**src/rtl/edge_pkg.sv**
```systemverilog
`default_nettype none
// ============================================================================
// edge_pkg : shared types and default dimensions for the edge-detect front end
// Revision : 1.0
// ============================================================================
package edge_pkg;

   typedef enum logic [1:0] {
      IDLE = 2'd0,
      LOAD = 2'd1,
      FULL = 2'd2
   } pixel_wr_state_t;

   localparam int IMG_WIDTH_DEF  = 160;
   localparam int IMG_HEIGHT_DEF = 120;
   localparam int PIX_W_DEF      = 8;

endpackage
`default_nettype wire

```
**src/rtl/pulse_sync.sv**
```systemverilog
`default_nettype none
// ============================================================================
// pulse_sync : 2-flop synchronizer plus rising-edge detect for a slow strobe
// Revision   : 1.0
// ============================================================================
module pulse_sync (
   input  logic clk,
   input  logic nreset,
   input  logic async_i,
   output logic pulse_o
);

   logic s1_q, s2_q, s3_q;

   always_ff @(posedge clk or negedge nreset) begin
      if (!nreset) begin
         s1_q <= 1'b0;
         s2_q <= 1'b0;
         s3_q <= 1'b0;
      end else begin
         s1_q <= async_i;
         s2_q <= s1_q;
         s3_q <= s2_q;
      end
   end

   assign pulse_o = s2_q & ~s3_q;

endmodule
`default_nettype wire

```
**src/rtl/spi_pixel_writer.sv**
```systemverilog
`default_nettype none
// ============================================================================
// spi_pixel_writer : moves SPI bytes into the clk domain and writes one
//                    raster-ordered grayscale frame into the frame buffer
// Revision         : 1.0
// ============================================================================
module spi_pixel_writer
   import edge_pkg::*;
#(
   parameter int IMG_WIDTH  = IMG_WIDTH_DEF,
   parameter int IMG_HEIGHT = IMG_HEIGHT_DEF,
   parameter int PIX_W      = PIX_W_DEF,
   parameter int ADDR_W     = $clog2(IMG_WIDTH*IMG_HEIGHT),
   parameter int ROW_W      = $clog2(IMG_HEIGHT),
   parameter int COL_W      = $clog2(IMG_WIDTH)
) (
   input  logic              clk,
   input  logic              nreset,
   input  logic [PIX_W-1:0]  spi_byte,
   input  logic              spi_byte_valid,
   input  logic              frame_ack,
   output logic              wr_en,
   output logic [ADDR_W-1:0] wr_addr,
   output logic [PIX_W-1:0]  wr_data,
   output logic [ROW_W-1:0]  row,
   output logic [COL_W-1:0]  col,
   output logic              row_done,
   output logic              frame_ready,
   output logic              busy,
   output logic              overrun
);

   localparam logic [ADDR_W-1:0] C_LAST_ADDR = ADDR_W'(IMG_WIDTH*IMG_HEIGHT-1);
   localparam logic [COL_W-1:0]  C_LAST_COL  = COL_W'(IMG_WIDTH-1);

   logic byte_evt;

   pulse_sync u_valid_sync (
      .clk     (clk),
      .nreset  (nreset),
      .async_i (spi_byte_valid),
      .pulse_o (byte_evt)
   );

   pixel_wr_state_t   state_q, state_d;
   logic [ADDR_W-1:0] addr_q, addr_d;
   logic [ROW_W-1:0]  row_q, row_d;
   logic [COL_W-1:0]  col_q, col_d;
   logic              wr_en_q, wr_en_d;
   logic [ADDR_W-1:0] wr_addr_q, wr_addr_d;
   logic [PIX_W-1:0]  wr_data_q, wr_data_d;
   logic              row_done_q, row_done_d;
   logic              overrun_q, overrun_d;
   logic              do_write;

   always_ff @(posedge clk or negedge nreset) begin
      if (!nreset) begin
         state_q    <= IDLE;
         addr_q     <= '0;
         row_q      <= '0;
         col_q      <= '0;
         wr_en_q    <= 1'b0;
         wr_addr_q  <= '0;
         wr_data_q  <= '0;
         row_done_q <= 1'b0;
         overrun_q  <= 1'b0;
      end else begin
         state_q    <= state_d;
         addr_q     <= addr_d;
         row_q      <= row_d;
         col_q      <= col_d;
         wr_en_q    <= wr_en_d;
         wr_addr_q  <= wr_addr_d;
         wr_data_q  <= wr_data_d;
         row_done_q <= row_done_d;
         overrun_q  <= overrun_d;
      end
   end

   always_comb begin
      state_d    = state_q;
      addr_d     = addr_q;
      row_d      = row_q;
      col_d      = col_q;
      wr_en_d    = 1'b0;
      wr_addr_d  = wr_addr_q;
      wr_data_d  = wr_data_q;
      row_done_d = 1'b0;
      overrun_d  = overrun_q;
      do_write   = 1'b0;

      case (state_q)
         IDLE, LOAD: do_write = byte_evt;
         FULL: begin
            // An ack releases the buffer even if a byte lands in the same cycle.
            if (frame_ack) begin
               overrun_d = 1'b0;
               state_d   = IDLE;
               do_write  = byte_evt;
            end else if (byte_evt) begin
               overrun_d = 1'b1;
            end
         end
         default: state_d = IDLE;
      endcase

      if (do_write) begin
         wr_en_d   = 1'b1;
         wr_addr_d = addr_q;
         wr_data_d = spi_byte;
         if (col_q == C_LAST_COL) begin
            col_d      = '0;
            row_d      = row_q + ROW_W'(1);
            row_done_d = 1'b1;
         end else begin
            col_d = col_q + COL_W'(1);
         end
         if (addr_q == C_LAST_ADDR) begin
            state_d = FULL;
            addr_d  = '0;
            row_d   = '0;
            col_d   = '0;
         end else begin
            state_d = LOAD;
            addr_d  = addr_q + ADDR_W'(1);
         end
      end
   end

   assign wr_en       = wr_en_q;
   assign wr_addr     = wr_addr_q;
   assign wr_data     = wr_data_q;
   assign row         = row_q;
   assign col         = col_q;
   assign row_done    = row_done_q;
   assign frame_ready = (state_q == FULL);
   assign busy        = (state_q == LOAD);
   assign overrun     = overrun_q;

endmodule
`default_nettype wire

```
**config.mk**
```make
export PLATFORM = sky130hd
export DESIGN_NAME = spi_pixel_writer
export DESIGN_NICKNAME = d
export VERILOG_FILES = /design/src/rtl/edge_pkg.sv /design/src/rtl/pulse_sync.sv /design/src/rtl/spi_pixel_writer.sv
export SDC_FILE = /design/constraint.sdc
export NUM_CORES = 1
export LEC_CHECK = 0
export BUFFER_PORTS_ARGS = -buffer_cell sky130_fd_sc_hd__buf_2
export CORE_ASPECT_RATIO = 0.75
export CORE_MARGIN = 2
export CORE_UTILIZATION = 40
export DETAILED_ROUTE_END_ITERATION = 6
export PLACE_DENSITY_LB_ADDON = 0.15
export SETUP_SLACK_MARGIN = 0.02
export SLEW_MARGIN = 20
export SYNTH_ARGS = -nofsm -noshare
export SYNTH_HDL_FRONTEND = slang
export SYNTH_SLANG_ARGS = --single-unit
```
**constraint.sdc**
```tcl
create_clock -name clk -period 1.78 [get_ports clk]
set_input_delay 0.356 -clock clk [delete_from_list [all_inputs] [get_ports clk]]
set_output_delay 0.356 -clock clk [all_outputs]
set_load 0.1 [all_outputs]
```
### Word-level counts from Yosys, hierarchy flattened

Cells that the tools add are included.

* output and inout port bits: 43
* register bits after elaboration: 61
* input bits: 12

* reductions and logical operators: 7
* mux-type cells: 16
* eq/ne operators: 6
* add/subtract/negate cells: 3
* bitwise operators: 2

Operators with widths (count)
* $mux 8: 2
* $add 15x1->15 const B: 1
* $eq 15x15->1 const B: 1
* $mux 15: 1
* $mux 7: 2
* $add 8x1->8 const B: 1
* $eq 8x8->1 const B: 1
* $add 7x1->7 const B: 1
* $mux 1: 6
* $mux 2: 3
* $reduce_and 2->1: 3
* $pmux 2 s2: 1
* $reduce_bool 2->1: 2
* $ne 3x2->1 const B: 1
* $eq 2x1->1 const B: 1
* $eq 2x2->1 const B: 1
* $logic_not 2->1: 1
* $ne 2x2->1 const B: 1
* $pmux 1 s2: 1
* $reduce_or 2->1: 1
* $and 1x1->1: 1
* $not 1->1: 1

### Longest topological paths before layout

Gate-level depths: netlist of the first run.

* depth after elaboration: 6
* mapped depth: 6
* gate-level depth less buffers: 6

### By module

A second synthesis of the first run with hierarchy kept.

* cell total of the unflattened synthesis: 282
* area, all modules: 2803.9 µm²

Modules (own cells, without submodules)
* spi_pixel_writer: area each 2715.1 µm², instances 1, cells each 278, seq. area each 1451.4 µm²
* pulse_sync: area each 88.8 µm², instances 1, cells each 4, seq. area each 75.1 µm²

### Least setup slack after synthesis of the first run

OpenSTA, ideal clock, no wires.

* path kind: flip-flop to flip-flop
* from: reg col_q[0], in the netlist col[0]
* to: reg row_q[5], in the netlist row[5]
* path buffers: 0
* setup time: 0.126 ns
* data required time: 1.654 ns
* arrival time: 2.409 ns
* path slack: -0.755 ns
* stages on the path, launching flop included: 7
* period minus slack after synthesis: 2.535 ns
* path through: dfrtp_1 > ha_1 > nand4_1 > a2111o_1 > clkinv_1 > a21oi_2 > a221o_1

* longest elaborated chain between the ends: 3

RTL lines
* start: declaration: line spi_pixel_writer.sv:48 `logic [COL_W-1:0] col_q, col_d;`
* start signal: assignment: line spi_pixel_writer.sv:71 `col_q <= col_d;`
* $eq 8x8->1: line spi_pixel_writer.sv:111 `if (col_q == C_LAST_COL) begin`
* $reduce_bool 2->1 (no source line)
* $reduce_and 2->1 (no source line)
* end signal: assignment: line spi_pixel_writer.sv:70 `row_q <= row_d;`
* end: declaration: line spi_pixel_writer.sv:47 `logic [ROW_W-1:0] row_q, row_d;`

No other way between the ends.
A chain may end at the register's enable or synchronous reset.

### Worst setup path after layout of the first run

* from: reg col_q[6], in the netlist col[6]
* to: reg row_q[4], in the netlist row[4]

Same word-level chain as after synthesis.

==> results.sh, run 1 <==
export IMPL_outcome="complete, but fails checks"
export IMPL_violations="negative setup slack"
export IMPL_vias_per_cell=5.08
export IMPL_synth_area_leader_cell="dfrtp_1"
export IMPL_p_sw_w=0.00188
export IMPL_drc=0
export IMPL_rsz0062_at_grt="true"
export IMPL_num_antenna_cells=0
export IMPL_period_minus_slack_ns=1.88
export IMPL_fmax_mhz=531
export IMPL_maxSlewHeadroom_pct=67.3
export IMPL_rows=25
export IMPL_place_hpwl_mm=4.60
export IMPL_critPathLaunchType="register"
export IMPL_fin_skew_ns=0.00706
export IMPL_worst_slack_ns=-0.102
export IMPL_dp_cells=436
export IMPL_post_route_period_util_pct=106
export IMPL_internal_power_w=0.00252
export IMPL_synth_area_leaders="dfrtp_1 (57%), nand2_1 (12%), o21ai_0 (2.2%)"
export IMPL_netlist_area_um2=2700
export IMPL_cts_made_buffers=9
export IMPL_syn_to_final_growth_pct=34.0
export IMPL_postRouteAntennaNets=0
export IMPL_pwr_share_comb_pct=36.4
export IMPL_cts_root_buf="clkbuf_8"
export IMPL_die_area_um2=7420
export IMPL_antenna_found_initial=0
export IMPL_r2r_setup_slack_ns=-0.10
export IMPL_setup_viol=7
export IMPL_hp_class="in -> reg"
export IMPL_clockPowerShare_pct=24.7
export IMPL_grt_max_degree=29
export IMPL_final_common_cell="nand2_1"
export IMPL_hold_violations=0
export IMPL_drtIter0Drc=67
export IMPL_pwr_share_seq_pct=38.8
export IMPL_cellPowerDensity_nw_per_um2=1220
export IMPL_routed_wirelength_mm=6.56
export IMPL_cp_arrival_ns=2.14
export IMPL_via_count=2323
export IMPL_power_w=0.00440
export IMPL_globalplace_congestion=0.844
export IMPL_synth_warnings=0
export IMPL_instances_no_fill=457
export IMPL_synthArstFlopShare_pct=100
export IMPL_ios=55
export IMPL_synth_main_ff_cell="dfrtp_1"
export IMPL_cp_end_kind="register"
export IMPL_grt_pass1_vias=2139
export IMPL_cts_sinks=61
export IMPL_critPathKind="reg -> reg"
export IMPL_cts_tree="built"
export IMPL_finish_instance_area_um2=3610
export IMPL_synth_top_area_share_pct=56.6
export IMPL_drive_gt1_share_pct=35.1
export IMPL_nets=386
export IMPL_crit_required_ns=2.04
export IMPL_io_buffers=54
export IMPL_dieWidth_um=98.8
export IMPL_p_sw_share_pct=42.7
export IMPL_grt_pass1_wl_mm=10.6
export IMPL_synth_cell_types=49
export IMPL_wl_per_cell_um=14.4
export IMPL_die_h_um=75.1
export IMPL_initial_core_util_pct=42.1
export IMPL_slew_viol_final=0
export IMPL_path_clk_slew_ns=0.06
export IMPL_pre_cts_slack_ns=-0.211
export IMPL_placed_area_um2=3330
export IMPL_tightestPinTransition_ns=0.494
export IMPL_synth_area_per_cell_um2=9.74
export IMPL_drtPass1Iterations=4
export IMPL_syn_inst=277
export IMPL_synth_net_count=292
export IMPL_final_cell_mix="nand2_1 (83), buf_2 (52), dfrtp_1 (51), buf_4 (35), o21ai_0 (12)"
export IMPL_htreeDepth=3
export IMPL_worstSkewPairLatency_ns=0.34
export IMPL_grt_usage_pct=19.0
export IMPL_synth_seq_area_share_pct=56.6
export IMPL_max_cap_violations=0
export IMPL_irDropWorstVdd_uv=383
export IMPL_coreArea_um2=6410
export IMPL_synth_edff_count=0
export IMPL_cts_buffer_depth=2
export IMPL_critPathMaxFanout=4
export IMPL_p_leak_nw=1.76
export IMPL_ys_ff_latch=61
export IMPL_grt_overflow=0
## final timing paths
kind                       cells past startpoint                 to         startpoint
max                                            5             row[4]             col[6]
min                                            1  u_valid_sync.s1_q     spi_byte_valid
max reg2reg                                    5             row[4]             col[6]
min reg2reg                                    0  u_valid_sync.s2_q  u_valid_sync.s1_q
max in group asynchronous                      3             col[2]             nreset
min in group asynchronous                      2          addr_q[0]             nreset
## cell type report
class                   instances  area (µm²)
inverters                       8        31.3
clock buffers                  15         166
repair buffers                 92         591
fillers                       608        2800
flip-flops and latches         61        1550
well taps                      81         101
multi-input cells             199        1170
clock inverters                 1        5.00
## synthesized netlist by cell type, drive strengths merged, types with 2 or more instances
library cell,n
a21oi,12
and2,2
and3,7
and4,3
and4b,2
buf,2
clkbuf,8
dfrtp,61
ha,3
inv,7
mux2i,3
nand2,83
nand2b,5
nand3,11
nand4,8
nor2,4
nor2b,3
nor3,2
nor4,2
o21ai,13
o2bb2ai,3
or3,4
or4,2
xnor2,6
## cells by family after synthesis
group                    share of synthesized area (%)
AND/OR/NAND/NOR                                   25.2
XOR/XNOR                                          1.95
AO/OA/AOI/OAI                                     10.7
adder cells (fa/ha/maj)                           1.39
buffers and inverters                             2.69
multiplexers                                      1.53
flip-flops                                        56.6
## through the flow
stage / hold slack (ns) / util, % / TNS [ns]
2_1_floorplan: 0.0604 / - / -1.51
3_3_place_gp: 0.300 / 52.0 / -0.945
3_5_place_dp: 0.290 / 52.0 / -1.13
4_1_cts: 0.109 / 55.6 / -0.749
5_1_grt: 0.105 / 56.4 / -0.836
6_report: 0.127 / 56.4 / -0.341
## critical path, stage by stage, from the launching register on
cell and delay (ns):
dfrtp_4 0.47, or3b_4 0.42, buf_4 0.15, a2111o_1 0.33
or3_1 0.32, a21oi_1 0.12
## flip-flops by register name, indices dropped and copies added (netlist names)
| name | cells |
|---|---|
| u_valid_sync.s3_q | 1 |
| wr_addr | 15 |
| u_valid_sync.s2_q | 1 |
| col | 8 |
| overrun | 1 |
| row_done | 1 |
| wr_data | 8 |
| state_q | 2 |
| wr_en | 1 |
| row | 7 |
| u_valid_sync.s1_q | 1 |
| addr_q | 15 |
## routing by layer
layer,global-route usage [%],wire length [µm],vias up
li1,-,-,1155
met1,26.3,3250,1099
met2,28.7,2900,59
met3,6.22,329,10
met4,5.94,87,0
met5,0,0,-
## power groups by stage
stage / Combinational [W] / Sequential [W] / Clock [W]
detailed placement: 0.00159 / 0.00173 / 0
floorplan: 0.000273 / 0.00263 / 0
global route: 0.00169 / 0.00173 / 0.00119
global placement: 0.00157 / 0.00172 / 0
CTS: 0.00160 / 0.00170 / 0.00112
finish: 0.00160 / 0.00171 / 0.00109
## timing repair
item                       in CTS  in global routing
setup buffers                   2                  1
cloned                          1                  0
setup endpoints to repair      10                 29
hold buffers                    1                  0
pin swaps                       3                  5
hold endpoints to repair       12                  0
resized for setup               8                 12
Power figures use the tool's default switching activity.
==> run 2, diff against run 1 <==
--- a/config.mk
+++ b/config.mk
@@ -8,7 +8,7 @@
 export BUFFER_PORTS_ARGS = -buffer_cell sky130_fd_sc_hd__buf_2
 export CORE_ASPECT_RATIO = 0.75
 export CORE_MARGIN = 2
-export CORE_UTILIZATION = 40
+export CORE_UTILIZATION = 49
 export DETAILED_ROUTE_END_ITERATION = 6
 export PLACE_DENSITY_LB_ADDON = 0.15
 export SETUP_SLACK_MARGIN = 0.02
==> run 2 against run 1 <==
The flow still finishes with violations (negative setup slack). Critical endpoint is now row[5]. Sequential power barely moved. Critical path type unchanged. Non-clock buffer count fell by 1. First-iteration DRC count rose by 120%. Sequential share of layout area fell by 0.73 points. Utilization rose by 13 points. Count of clock-buffer cells in the layout fell by 3. Via count barely moved. Critical path depth did not move. Fmax rose by 2.1%. Global-route usage rose by 3.8 points. Clock power rose by 28%.
==> results.sh, run 2 (synthesis results as in run 1) <==
export IMPL_outcome="complete, but fails checks"
export IMPL_violations="negative setup slack"
export IMPL_irDropWorstVdd_uv=729
export IMPL_cp_arrival_ns=2.06
export IMPL_htreeDepth=3
export IMPL_reg2reg_depth=5
export IMPL_worst_slack_ns=-0.0630
export IMPL_nets=385
export IMPL_whs_path_depth=1
export IMPL_critPathKind="reg -> reg"
export IMPL_critPathBufInv=1
export IMPL_setup_viol=5
export IMPL_io_buffers=54
export IMPL_grt_usage_pct=22.8
export IMPL_final_cell_mix="nand2_1 (82), buf_2 (52), dfrtp_1 (51), buf_4 (34)"
export IMPL_crit_family="compound AO/OA/AOI/OAI gates"
export IMPL_grt_max_degree=37
export IMPL_final_common_cell="nand2_1"
export IMPL_placed_area_um2=3320
export IMPL_slew_viol_final=0
export IMPL_globalplace_congestion=0.789
export IMPL_finish_instance_area_um2=3680
export IMPL_power_w=0.00466
export IMPL_crit_required_ns=2.00
export IMPL_cts_made_buffers=9
export IMPL_rows=23
export IMPL_post_route_period_util_pct=104
export IMPL_place_hpwl_mm=4.27
export IMPL_die_area_um2=6120
export IMPL_pre_cts_slack_ns=-0.197
export IMPL_syn_to_final_growth_pct=36.3
export IMPL_cts_root_buf="clkbuf_8"
export IMPL_met2_length_mm=2.99
export IMPL_rsz0062_at_grt="true"
export IMPL_hold_violations=0
export IMPL_drtIter0Drc=145
export IMPL_max_cap_violations=0
export IMPL_wl_per_cell_um=14.3
export IMPL_wl_met3_um=256
export IMPL_via_count=2324
export IMPL_cts_tree="built"
export IMPL_critPathLaunchType="register"
export IMPL_cp_cell_sequence="or3b_4 > a2111o_1 > clkinv_2 > a21oi_2 > a221o_1"
export IMPL_cts_buffer_depth=2
export IMPL_path_clk_slew_ns=0.07
export IMPL_critPathSlowestCell="dfrtp_4"
export IMPL_cts_sinks=61
export IMPL_maxSlewHeadroom_pct=67.6
export IMPL_grt_pass1_vias=2143
export IMPL_dieWidth_um=89.7
export IMPL_critPathMaxFanout=5
export IMPL_coreArea_um2=5320
export IMPL_drtPass1Iterations=4
export IMPL_antenna_found_initial=0
export IMPL_cp_end_kind="register"
export IMPL_num_antenna_cells=0
export IMPL_fin_skew_ns=0.00646
export IMPL_drive_gt1_share_pct=36.0
export IMPL_grt_pass1_wl_mm=10.4
export IMPL_worstSkewPairLatency_ns=0.33
export IMPL_crit_cells=5
export IMPL_fillers=417
export IMPL_vias_per_cell=5.16
export IMPL_ios=55
export IMPL_multi_input_area_um2=1180
export IMPL_tightestPinTransition_ns=0.490
export IMPL_period_minus_slack_ns=1.84
export IMPL_met1_length_mm=3.16
export IMPL_fin_util_pct=69.1
export IMPL_seqCellArea_um2=1550
export IMPL_drc=0
export IMPL_initial_core_util_pct=50.7
export IMPL_postRouteAntennaNets=0
export IMPL_p_leak_nw=1.79
export IMPL_cpPeakStageDelay_ns=0.47
export IMPL_cellPowerDensity_nw_per_um2=1270
export IMPL_top_layer="met4"
export IMPL_hp_class="in -> reg"
export IMPL_die_h_um=68.3
export IMPL_grt_overflow=0
export IMPL_routed_wirelength_mm=6.45
export IMPL_fmax_mhz=543
## run 2: changes by cell type in the layout (fill, tap and decap cells not counted), sizes merged
| cell | before | now |
|---|---|---|
| clkbuf | 15 | 12 |
| bufinv | 0 | 2 |
| buf | 91 | 90 |
| clkinv | 2 | 3 |
## run 2: area by class of cell
type	count	share of cell area, %
clock buffer	12	4.22
clock inverter	4	1.91
inverter	8	0.851
multi-input combinational	199	32.1
sequential	61	42.2
tap	75	2.55
timing repair buffer	91	16.2
## run 2: path summary, 6_finish.rpt
check / startpoint / endpoint / slack (ns)
worst min register to register: u_valid_sync.s1_q / u_valid_sync.s2_q / 0.36
min in group asynchronous: nreset / col[2] / 0.37
worst max-delay path: col[5] / row[5] / -0.06
worst min-delay path: spi_byte_valid / u_valid_sync.s1_q / 0.12
max in group asynchronous: nreset / addr_q[11] / 0.74
worst max register to register: col[5] / row[5] / -0.06
## run 2: where the power goes
group / internal (W) / switching (W) / total [W]
combinational: 0.000329 / 0.00122 / 0.00154
clock: 0.000861 / 0.000526 / 0.00139
sequential: 0.00158 / 0.000147 / 0.00173
## run 2: metrics by stage
stage	setup TNS [ns]	cells	hold slack, ns
global route	-0.634	450	0.109
CTS	-0.165	447	0.109
global placement	-0.686	426	0.182
floorplan	-1.51	277	0.0604
detailed placement	-0.864	426	0.183
finish	-0.256	450	0.125
## run 2: metal layers
layer,vias to the layer above,GRT usage [%]
met1,1125,32.3
met5,-,0
met3,4,7.60
li1,1147,-
met4,0,5.60
met2,48,33.8
## run 2: what timing repair did
action                                  in CTS  in global routing
buffers inserted                             3                  3
hold endpoints to repair                     4                  0
hold buffers                                 1                  0
endpoints found under the setup margin      15                 17
pin swaps                                    6                  3
gates cloned                                 1                  0
resized for setup                           11                  6
